File: config.mk
export PLATFORM = sky130hd
export DESIGN_NAME = calc_sequencer
export DESIGN_NICKNAME = d
export VERILOG_FILES = /design/src/rtl/calc_pkg.sv /design/src/rtl/calc_digit_acc.sv /design/src/rtl/calc_sequencer.sv
export SDC_FILE = /design/constraint.sdc
export NUM_CORES = 1
export LEC_CHECK = 0
export ABC_CLOCK_PERIOD_IN_PS = 8880
export CORE_AREA = 3 3 110 112
export DETAILED_ROUTE_END_ITERATION = 6
export DIE_AREA = 0 0 113 115
export PLACE_DENSITY = 0.73
export SLEW_MARGIN = 20
export SYNTH_ARGS = -nofsm -noshare
export SYNTH_HDL_FRONTEND = slang
export SYNTH_HIERARCHICAL = 1
export SYNTH_SLANG_ARGS = --single-unit
export TNS_END_PERCENT = 30
File: constraint.sdc
create_clock -name clk -period 8.88 [get_ports clk]
set_input_delay 2.22 -clock clk [delete_from_list [all_inputs] [get_ports clk]]
set_output_delay 2.22 -clock clk [all_outputs]
set_load 0.03 [all_outputs]
File: src/rtl/calc_pkg.sv
// Shared key codes, one-hot operator encodings and FSM states for the keypad calculator.
// Chained operators are enabled by defining CALC_CHAIN_OPS_EN (see calc_sequencer).
package calc_pkg;

    localparam logic [3:0] KEY_ADD = 4'd10;
    localparam logic [3:0] KEY_SUB = 4'd11;
    localparam logic [3:0] KEY_MUL = 4'd12;
    localparam logic [3:0] KEY_DIV = 4'd13;
    localparam logic [3:0] KEY_EQ  = 4'd14;
    localparam logic [3:0] KEY_CLR = 4'd15;

    localparam logic [3:0] OP_ADD = 4'b0001;
    localparam logic [3:0] OP_SUB = 4'b0010;
    localparam logic [3:0] OP_MUL = 4'b0100;
    localparam logic [3:0] OP_DIV = 4'b1000;

    typedef enum logic [2:0] {
        ENTER_A,
        ENTER_B,
        EXEC,
        WAIT,
        SHOW,
        ERR,
        DRAIN
    } calc_state_t;

    // Only meaningful for operator key codes; anything else falls back to add.
    function automatic logic [3:0] opOneHot(input logic [3:0] code);
        logic [3:0] op;
        case (code)
            KEY_SUB: op = OP_SUB;
            KEY_MUL: op = OP_MUL;
            KEY_DIV: op = OP_DIV;
            default: op = OP_ADD;
        endcase
        return op;
    endfunction

endpackage

File: src/rtl/calc_digit_acc.sv
// Decimal entry accumulator: acc = acc*10 + digit, limited to DIGITS digits per operand.
// o_accNext exposes the value the register takes this edge so the display can follow it.
module calc_digit_acc #(
    parameter int W      = 16,
    parameter int DIGITS = 4
) (
    input  logic         clk,
    input  logic         reset,
    input  logic         i_clear,
    input  logic         i_digitEn,
    input  logic [3:0]   i_digit,
    output logic [W-1:0] o_acc,
    output logic [W-1:0] o_accNext
);

    localparam int CW = $clog2(DIGITS + 1);

    logic [W-1:0]  r_acc;
    logic [CW-1:0] r_count;
    logic          w_accept;

    // Digits beyond the operand width are silently dropped.
    assign w_accept  = i_digitEn && (r_count < CW'(DIGITS));
    assign o_accNext = i_clear  ? '0 :
                       w_accept ? (r_acc * W'(10)) + W'(i_digit) :
                                  r_acc;
    assign o_acc     = r_acc;

    always_ff @(posedge clk or posedge reset) begin
        if (reset) begin
            r_acc   <= '0;
            r_count <= '0;
        end else if (i_clear) begin
            r_acc   <= '0;
            r_count <= '0;
        end else if (w_accept) begin
            r_acc   <= o_accNext;
            r_count <= r_count + 1'b1;
        end
    end

endmodule

File: src/rtl/calc_sequencer.sv
// Keypad calculator control FSM: operand entry, operator latch, ALU start/done handshake with timeout.
// Define CALC_CHAIN_OPS_EN to make an operator key in ENTER_B act as an implicit equals.
module calc_sequencer
    import calc_pkg::*;
#(
    parameter int W           = 16,
    parameter int DIGITS      = 4,
    parameter int ALU_TIMEOUT = 64
) (
    input  logic         clk,
    input  logic         reset,
    input  logic         key_valid,
    input  logic [3:0]   key_code,
    input  logic         alu_done,
    input  logic [W-1:0] alu_result,
    input  logic         alu_ovf,
    output logic         alu_start,
    output logic [3:0]   alu_op,
    output logic [W-1:0] alu_a,
    output logic [W-1:0] alu_b,
    output logic [W-1:0] display_val,
    output logic         error,
    output logic         busy
);

`ifdef CALC_CHAIN_OPS_EN
    localparam bit CHAIN_OPS = 1'b1;
`else
    localparam bit CHAIN_OPS = 1'b0;
`endif

    localparam int TW = $clog2(ALU_TIMEOUT + 1);

    calc_state_t   r_state;
    logic          r_aluStart;
    logic [3:0]    r_aluOp;
    logic [W-1:0]  r_aluA;
    logic [W-1:0]  r_aluB;
    logic [W-1:0]  r_display;
    logic          r_error;
    logic [TW-1:0] r_timer;
    logic          r_chain;
    logic [3:0]    r_pendOp;

    logic          w_isDigit;
    logic          w_isOp;
    logic          w_isEquals;
    logic          w_isClear;
    logic          w_entry;
    logic          w_digitEn;
    logic          w_accClear;
    logic          w_timeout;
    logic [3:0]    w_keyOp;
    logic [W-1:0]  w_acc;
    logic [W-1:0]  w_accNext;

    assign w_isDigit  = key_code < 4'd10;
    assign w_isOp     = (key_code >= KEY_ADD) && (key_code <= KEY_DIV);
    assign w_isEquals = key_code == KEY_EQ;
    assign w_isClear  = key_code == KEY_CLR;
    assign w_keyOp    = opOneHot(key_code);
    assign w_timeout  = r_timer == TW'(ALU_TIMEOUT - 1);
    assign w_entry    = (r_state == ENTER_A) || (r_state == ENTER_B) || (r_state == SHOW);

    // acc is only ever non-zero in the entry states, so clears elsewhere are not needed.
    assign w_digitEn  = key_valid && w_entry && w_isDigit;
    assign w_accClear = key_valid && w_entry &&
                        (w_isClear ||
                         (w_isOp && ((r_state != ENTER_B) || CHAIN_OPS)) ||
                         (w_isEquals && (r_state == ENTER_B)));

    calc_digit_acc #(
        .W      (W),
        .DIGITS (DIGITS)
    ) u_digitAcc (
        .clk       (clk),
        .reset     (reset),
        .i_clear   (w_accClear),
        .i_digitEn (w_digitEn),
        .i_digit   (key_code),
        .o_acc     (w_acc),
        .o_accNext (w_accNext)
    );

    always_ff @(posedge clk or posedge reset) begin
        if (reset) begin
            r_state    <= ENTER_A;
            r_aluStart <= 1'b0;
            r_aluOp    <= '0;
            r_aluA     <= '0;
            r_aluB     <= '0;
            r_display  <= '0;
            r_error    <= 1'b0;
            r_timer    <= '0;
            r_chain    <= 1'b0;
            r_pendOp   <= '0;
        end else begin
            r_aluStart <= 1'b0;
            case (r_state)
                ENTER_A, ENTER_B, SHOW: begin
                    if (key_valid) begin
                        if (w_isClear) begin
                            r_state   <= ENTER_A;
                            r_aluOp   <= '0;
                            r_aluA    <= '0;
                            r_aluB    <= '0;
                            r_display <= '0;
                            r_chain   <= 1'b0;
                        end else if (w_isDigit) begin
                            r_display <= w_accNext;
                            if (r_state == SHOW) begin
                                r_state <= ENTER_A;
                            end
                        end else if (w_isOp) begin
                            if (r_state == ENTER_B) begin
                                if (CHAIN_OPS) begin
                                    r_aluB   <= w_acc;
                                    r_pendOp <= w_keyOp;
                                    r_chain  <= 1'b1;
                                    r_state  <= EXEC;
                                end else begin
                                    r_aluOp <= w_keyOp;
                                end
                            end else begin
                                r_aluA  <= (r_state == SHOW) ? r_display : w_acc;
                                r_aluOp <= w_keyOp;
                                r_state <= ENTER_B;
                            end
                        end else if (w_isEquals && (r_state == ENTER_B)) begin
                            r_aluB  <= w_acc;
                            r_state <= EXEC;
                        end
                    end
                end
                EXEC: begin
                    if (key_valid && w_isClear) begin
                        r_state   <= ENTER_A;
                        r_aluOp   <= '0;
                        r_aluA    <= '0;
                        r_aluB    <= '0;
                        r_display <= '0;
                        r_chain   <= 1'b0;
                    end else if ((r_aluOp == OP_DIV) && (r_aluB == '0)) begin
                        r_state   <= ERR;
                        r_error   <= 1'b1;
                        r_display <= '0;
                        r_chain   <= 1'b0;
                    end else begin
                        r_aluStart <= 1'b1;
                        r_timer    <= '0;
                        r_state    <= WAIT;
                    end
                end
                WAIT: begin
                    r_timer <= r_timer + 1'b1;
                    if (alu_done && !alu_ovf) begin
                        r_display <= alu_result;
                        if (r_chain) begin
                            r_aluA  <= alu_result;
                            r_aluOp <= r_pendOp;
                            r_chain <= 1'b0;
                            r_state <= ENTER_B;
                        end else begin
                            r_state <= SHOW;
                        end
                    end else if (alu_done || w_timeout) begin
                        r_state   <= ERR;
                        r_error   <= 1'b1;
                        r_display <= '0;
                        r_chain   <= 1'b0;
                    end else if (key_valid && w_isClear) begin
                        r_state   <= DRAIN;
                        r_display <= '0;
                        r_chain   <= 1'b0;
                    end
                end
                DRAIN: begin
                    // Operands stay driven until the in-flight ALU operation finishes.
                    r_timer <= r_timer + 1'b1;
                    if (alu_done || w_timeout) begin
                        r_state <= ENTER_A;
                        r_aluOp <= '0;
                        r_aluA  <= '0;
                        r_aluB  <= '0;
                    end
                end
                ERR: begin
                    if (key_valid && w_isClear) begin
                        r_state   <= ENTER_A;
                        r_error   <= 1'b0;
                        r_aluOp   <= '0;
                        r_aluA    <= '0;
                        r_aluB    <= '0;
                        r_display <= '0;
                    end
                end
                default: r_state <= ENTER_A;
            endcase
        end
    end

    assign alu_start   = r_aluStart;
    assign alu_op      = r_aluOp;
    assign alu_a       = r_aluA;
    assign alu_b       = r_aluB;
    assign display_val = r_display;
    assign error       = r_error;
    assign busy        = (r_state == EXEC) || (r_state == WAIT) || (r_state == DRAIN);

endmodule

# Yosys cells after proc, flatten, opt, wreduce, memory -nomap -nowiden
# Index checks and enable logic that the tools add are counted.
# word_totals
regBits,84
in_bits,25
output_inout_bits,55
wordCells,171
# classes
add_sub_neg,3
n_mul,1
order_cmp,4
n_eq_ne,37
n_mux,77
reduce_logical,38
# op_table
cell,n
2-to-1 mux 16 bit,27
case mux 16 bit (4 select lines),2
2-to-1 mux 3 bit,17
case mux 16 bit (3 select lines),1
2-to-1 mux 4 bit,8
"equality test 4 bit, second input constant",6
"!= test 2 bit, second input constant",11
"!= test 3 bit, second input constant",7
adder 16 x 4 -> 16 bit,1
logical NOT 16 bit,1
"multiplier 16 x 3 -> 15 bit, second input constant",1
case mux 4 bit (4 select lines),1
case mux 3 bit (5 select lines),1
2-to-1 mux 1 bit,14
2-to-1 mux 7 bit,2
case mux 7 bit (2 select lines),1
AND reduction 7 bit,2
case mux 4 bit (3 select lines),1
logical AND 1 bit,10
"!= test 5 bit, second input constant",2
"equality test 3 bit, second input constant",3
AND reduction 9 bit,1
nonzero test 3 bit,3
"!= test 4 bit, second input constant",2
24 further kinds,35

# Depth between registers and ports, before layout
# logic_depth
depth_word,12
ltp_mapped,12
mapped_depth_nobuf,12

# Modules after synthesis
# Netlist, hierarchy kept.
# modules_own_cells
mod,n_inst,cells_each,area_per_inst_um2,seq_area_each_um2
calc_sequencer,1,362,3626.0,1601.5
calc_digit_acc,1,221,1974.4,475.5

# Worst setup path after synthesis
# OpenSTA, ideal clock, no wires.
# synth_timing
path_kind,input to register
startpoint,in key_code[2]
endpoint,reg r_display[14] (netlist: display_val[14])
setup_time_ns,0.079
t_arrival_ns,4.207
required_ns,8.801
slack_ns,4.594
path_stages,10
path_buffers,0
path_cell_list,ha_1 a21o_1 a21oi_1 nor3_1 and3_1 nand4_4 or4_4 a311oi_1 a22oi_1 o2bb2ai_1
# synth_via
elab_chain_len,11
elab_cells_between_ends,28
cone_classes,add/sub (1); order compare (3); eq/ne (4); mux (10); reduce/logical (10)
# synth_lines
item,line_no,text
start: declaration,calc_sequencer.sv:13,"input logic [3:0] key_code,"
"parallel branches: the longest is 6 deep, another holds adder 16 x 4 -> 16 bit",--,
2-to-1 mux 16 bit *,calc_digit_acc.sv:24,assign o_accNext = i_clear ? '0 :
named net w_accNext[14],calc_sequencer.sv:55,logic [W-1:0] w_accNext;
2-to-1 mux 16 bit *,calc_sequencer.sv:109,end else if (w_isDigit) begin
2-to-1 mux 16 bit *,calc_sequencer.sv:102,if (w_isClear) begin
2-to-1 mux 16 bit *,calc_sequencer.sv:101,if (key_valid) begin
case mux 16 bit (4 select lines) *,calc_sequencer.sv:99,case (r_state)
end signal: assignment,calc_sequencer.sv:110,r_display <= w_accNext;
end signal: assignment,calc_sequencer.sv:157,r_display <= alu_result;
end: declaration,calc_sequencer.sv:39,logic [W-1:0] r_display;
# Mark *: on every way through the listed nets, which the timed path passes. The select of a mux whose other input is x is not followed.
# A chain may end at the register's enable or synchronous reset.

# Worst setup path after layout
# Ends and elaborated chain as after synthesis.

==> summary.md <==
| Metric | Value |
|---|---|
| Outcome | completed |
| Max FO, Critical Path | 10 |
| Vias in the first global route | ~4,800 |
| Total global-route track usage | 23.6% |
| PortBufs | slightly below 80 |
| Antenna Violating Nets Remaining | 0 |
| Final Cycle Share | about 56% |
| Die area | approximately 13,000 um^2 |
| Synth async-reset ratio | 100% |
| Count of final setup violators | 0 |
| RSZ-0062 raised after global routing | false |
| Setup repair bufs after CTS | 0 |
| Crit path largest cell delay | between 0.6 and 0.7 ns |
| Logic pwr share | between 60% and 70% |
| CTS Root Cell | clkbuf_16 |
| P_sw | 0.00152 W |
| Grt ovf | 0 |
| Area share of the leading cell type in the synthesized netlist | 37.1% |
| Most common cell after layout, fill and taps aside | dfrtp_1 |
| PD cells | approximately 460 nW/um^2 |
| Yosys warning count | 14 |
| Dpl ws | approximately 3.6 ns |
| Prevailing post-synth register cell | dfrtp_1 |
| Final Max Slew Viols | 0 |
| Mean area per synthesized cell | between 9 and 10 um^2 |
| Maximum vdd drop | about 0.00023 V |
| I/O pin count | 80 |
| NumNets Final | about 700 |
| Final Skew | 0.00904 ns |
| Min Tclk post-route | approximately 5 ns |
| GPL Wtd Cong | approximately 0.93 |
| RR Startpoint | u_digitAcc/o_acc[1]$_DFFE_PP0P_ |
| CP Launch Type | primary input |
| FILL cells | between 900 and 1,000 |
| Clock sinks | between 80 and 90 |
| Initial antenna violation count | 0 |
| ANT cells | 0 |
| Hold path startpoint | alu_a[6]$_DFFE_PP0P_ |
| EDFF count, synth | 0 |
| Final-report hold violation count | 0 |
| DR vias | 4,767 |
| CP Class | primary input to flip-flop |
| Net Sw Frac | around 48% |
| Gate Count Post-Synth | about 580 |
| P_int | around 0.0016 W |
| Distinct cells, synth | 69 |
| Post-route cell area | slightly below 7000 um^2 |
| Hold crit path type | flip-flop to flip-flop |
| Hold WS | between 0.4 and 0.5 ns |
| Fmax | about 0.20 GHz |
| Post-cts resize count | 0 |
| Part of the Yosys area used for sequential elements | approximately 37% |
| Dpl hpwl | 10,800 um |
| Critical Path RT | about 9.1 ns |
| Syn Std Cell Area | between 5000 and 6000 um^2 |
| Clock slew at reported path FFs | roughly 0.060 ns |
| H-tree levels | 3 |
| Core Region | between 10,000 and 15,000 um^2 |
| Avg WL per Cell | 18.7 um |
| Placed cell areas | between 6000 and 7000 um^2 |
| Vias per cell | between 6 and 7 |
| Sequential power share | 23.8% |
| Row cnt | 39 |
| Maxcap violations | 0 |
| Area contributors post-synth | dfrtp_1 (37%), ha_1 (6.3%), mux2i_1 (5.9%), nand2_1 (4.8%), a211oi_1 (3.1%) |
| Crit-path cells | clkdlybuf4s50_1 > ha_1 > a21o_1 > a21oi_1 > nor3_1 > and3_1 > nand4_4 > or4_4 > a311oi_1 > a22oi_1 > o2bb2ai_1 |
| Max clock buf depth | 2 |
| Pleak | ~3.0 nW |
| Num CTS Buffers | 9 |
| Clock power share | about an eighth |
| Worst-margin pin slew | 1.08 ns |
| Pre-antenna DRT Iters | 5 |
| Largest area contributor in the netlist | dfrtp_1 |
| Number of remaining DRC errors | 0 |
| Largest net degree at the start of global routing | between 60 and 70 |
| Setup TNS | 0 ns |
| Final design utilization | between 50 and 60% |
| Worst Setup SP | key_code[2] |
| Ratio of cells with drive above 1 in the final layout | roughly 8.3% |
| Area Overhead vs Synth | 20.8% |
| PnR worst setup slack | 3.88 ns |
| Initial core utilization | about half |
| CP max-delay cell | clkdlybuf4s50_1 |
| Die height | about 120 um |
| Most frequent cells in the layout | dfrtp_1 (83), clkdlybuf4s50_1 (79), nand2_1 (71), mux2i_1 (33), nor2_1 (33) |
| First-pass GRT wire length | 24,500 um |
| Critical path arrival | around 5.3 ns |
| Slew HR | approximately 28% |
| Register bit total from synthesis | just over 80 |
| Hold Buf Count CTS | 0 |
| Die width | 113 um |
| CTS tree | yes |
| Syn nets | approximately 640 |
| Worst-skew pair later-pin latency | approximately 0.35 ns |
| Final wirelength | 14,800 um |
| Drt initial violations | between 300 and 400 |
| Worst Setup End Kind | flip-flop |
==> final timing paths <==
path	to	slack, ns	cells past startpoint
worst max-delay path	display_val[14]$_DFFE_PP0P_	3.88	11
worst min-delay path	alu_a[6]$_DFFE_PP0P_	0.49	1
worst max register to register	display_val[13]$_DFFE_PP0P_	5.06	12
worst min register to register	alu_a[6]$_DFFE_PP0P_	0.49	1
max in group asynchronous	alu_b[1]$_DFFE_PP0P_	5.83	3
min in group asynchronous	u_digitAcc/o_acc[9]$_DFFE_PP0P_	2.35	2
==> metal layers <==
| layer | vias up | share of wire [%] | routed length (um) | global-route usage (%) |
|---|---|---|---|---|
| met3 | 36 | 4.6 | 681 | 4.47 |
| met2 | 147 | 49 | 7310 | 39.8 |
| met5 | - | 0 | 0 | 0 |
| met4 | 0 | 3.1 | 465 | 9.13 |
| li1 | 2264 | - | - | - |
| met1 | 2320 | 43 | 6310 | 30.1 |
==> cells by family after synthesis <==
| family | synth area share, % |
|---|---|
| XOR/XNOR | 4.40 |
| buffers and inverters | 4.65 |
| AND/OR/NAND/NOR | 15.9 |
| AO/OA/AOI/OAI | 20.4 |
| flip-flops | 37.1 |
| adder cells (fa/ha/maj) | 6.97 |
| multiplexers | 10.5 |
==> flip-flops by register name, summed over array words and instances, names as in the netlist <==
name	flops
display_val	16
r_timer	7
alu_start	1
alu_op	4
u_digitAcc/r_count	3
alu_a	16
error	1
u_digitAcc/o_acc	16
alu_b	16
r_state	3
==> cells in the mapped netlist (all sizes together), types with 3 or more instances <==
cell type and n:
and3 9, o311ai 3, clkbuf 17, mux2 23, a21oi 25, o2bb2ai 16, a31oi 4, mux2i 33
inv 23, nor4 8, ha 28, a22oi 16, a211oi 26, nand2b 5, nor2b 7, and2 3
buf 18, xnor2 14, a21o 8, xor2 12, nor3 4, nor2 35, o21ai 16, o31ai 19
nand3 17, nand4 4, nor3b 3, dfrtp 83, nand2 71
==> critical path, delay by kind of cell <==
family,cells,cell delay [ns]
simple gates,4,1.19
compound gates,5,0.80
buf+inv,1,0.64
fa+ha+maj,1,0.40
==> power by group through the flow <==
stage	logic (W)	clock network (W)	registers, W
floorplan	0.00127	0	0.000884
global placement	0.00192	0	0.000748
detailed placement	0.00196	0	0.000750
CTS	0.00197	0.000426	0.000746
global route	0.00216	0.000443	0.000773
finish	0.00198	0.000420	0.000748
==> final cells by class <==
type	count	area, um^2	area share (%)
clock buffers	10	239	3.53
clock inverters	6	93.8	1.39
inverters	23	86.3	1.28
multi-input cells	442	3270	48.3
flip-flops and latches	83	2080	30.7
well taps	143	179	2.64
repair buffers	83	821	12.1
==> through the flow <==
step / total power, W / std cells
final: 0.00314 / 790
after global routing: 0.00337 / 790
after CTS: 0.00314 / 790
after detailed placement: 0.00271 / 774
after global placement: 0.00266 / 774
after floorplan: 0.00215 / 583
(Power assumes the default switching activity.)
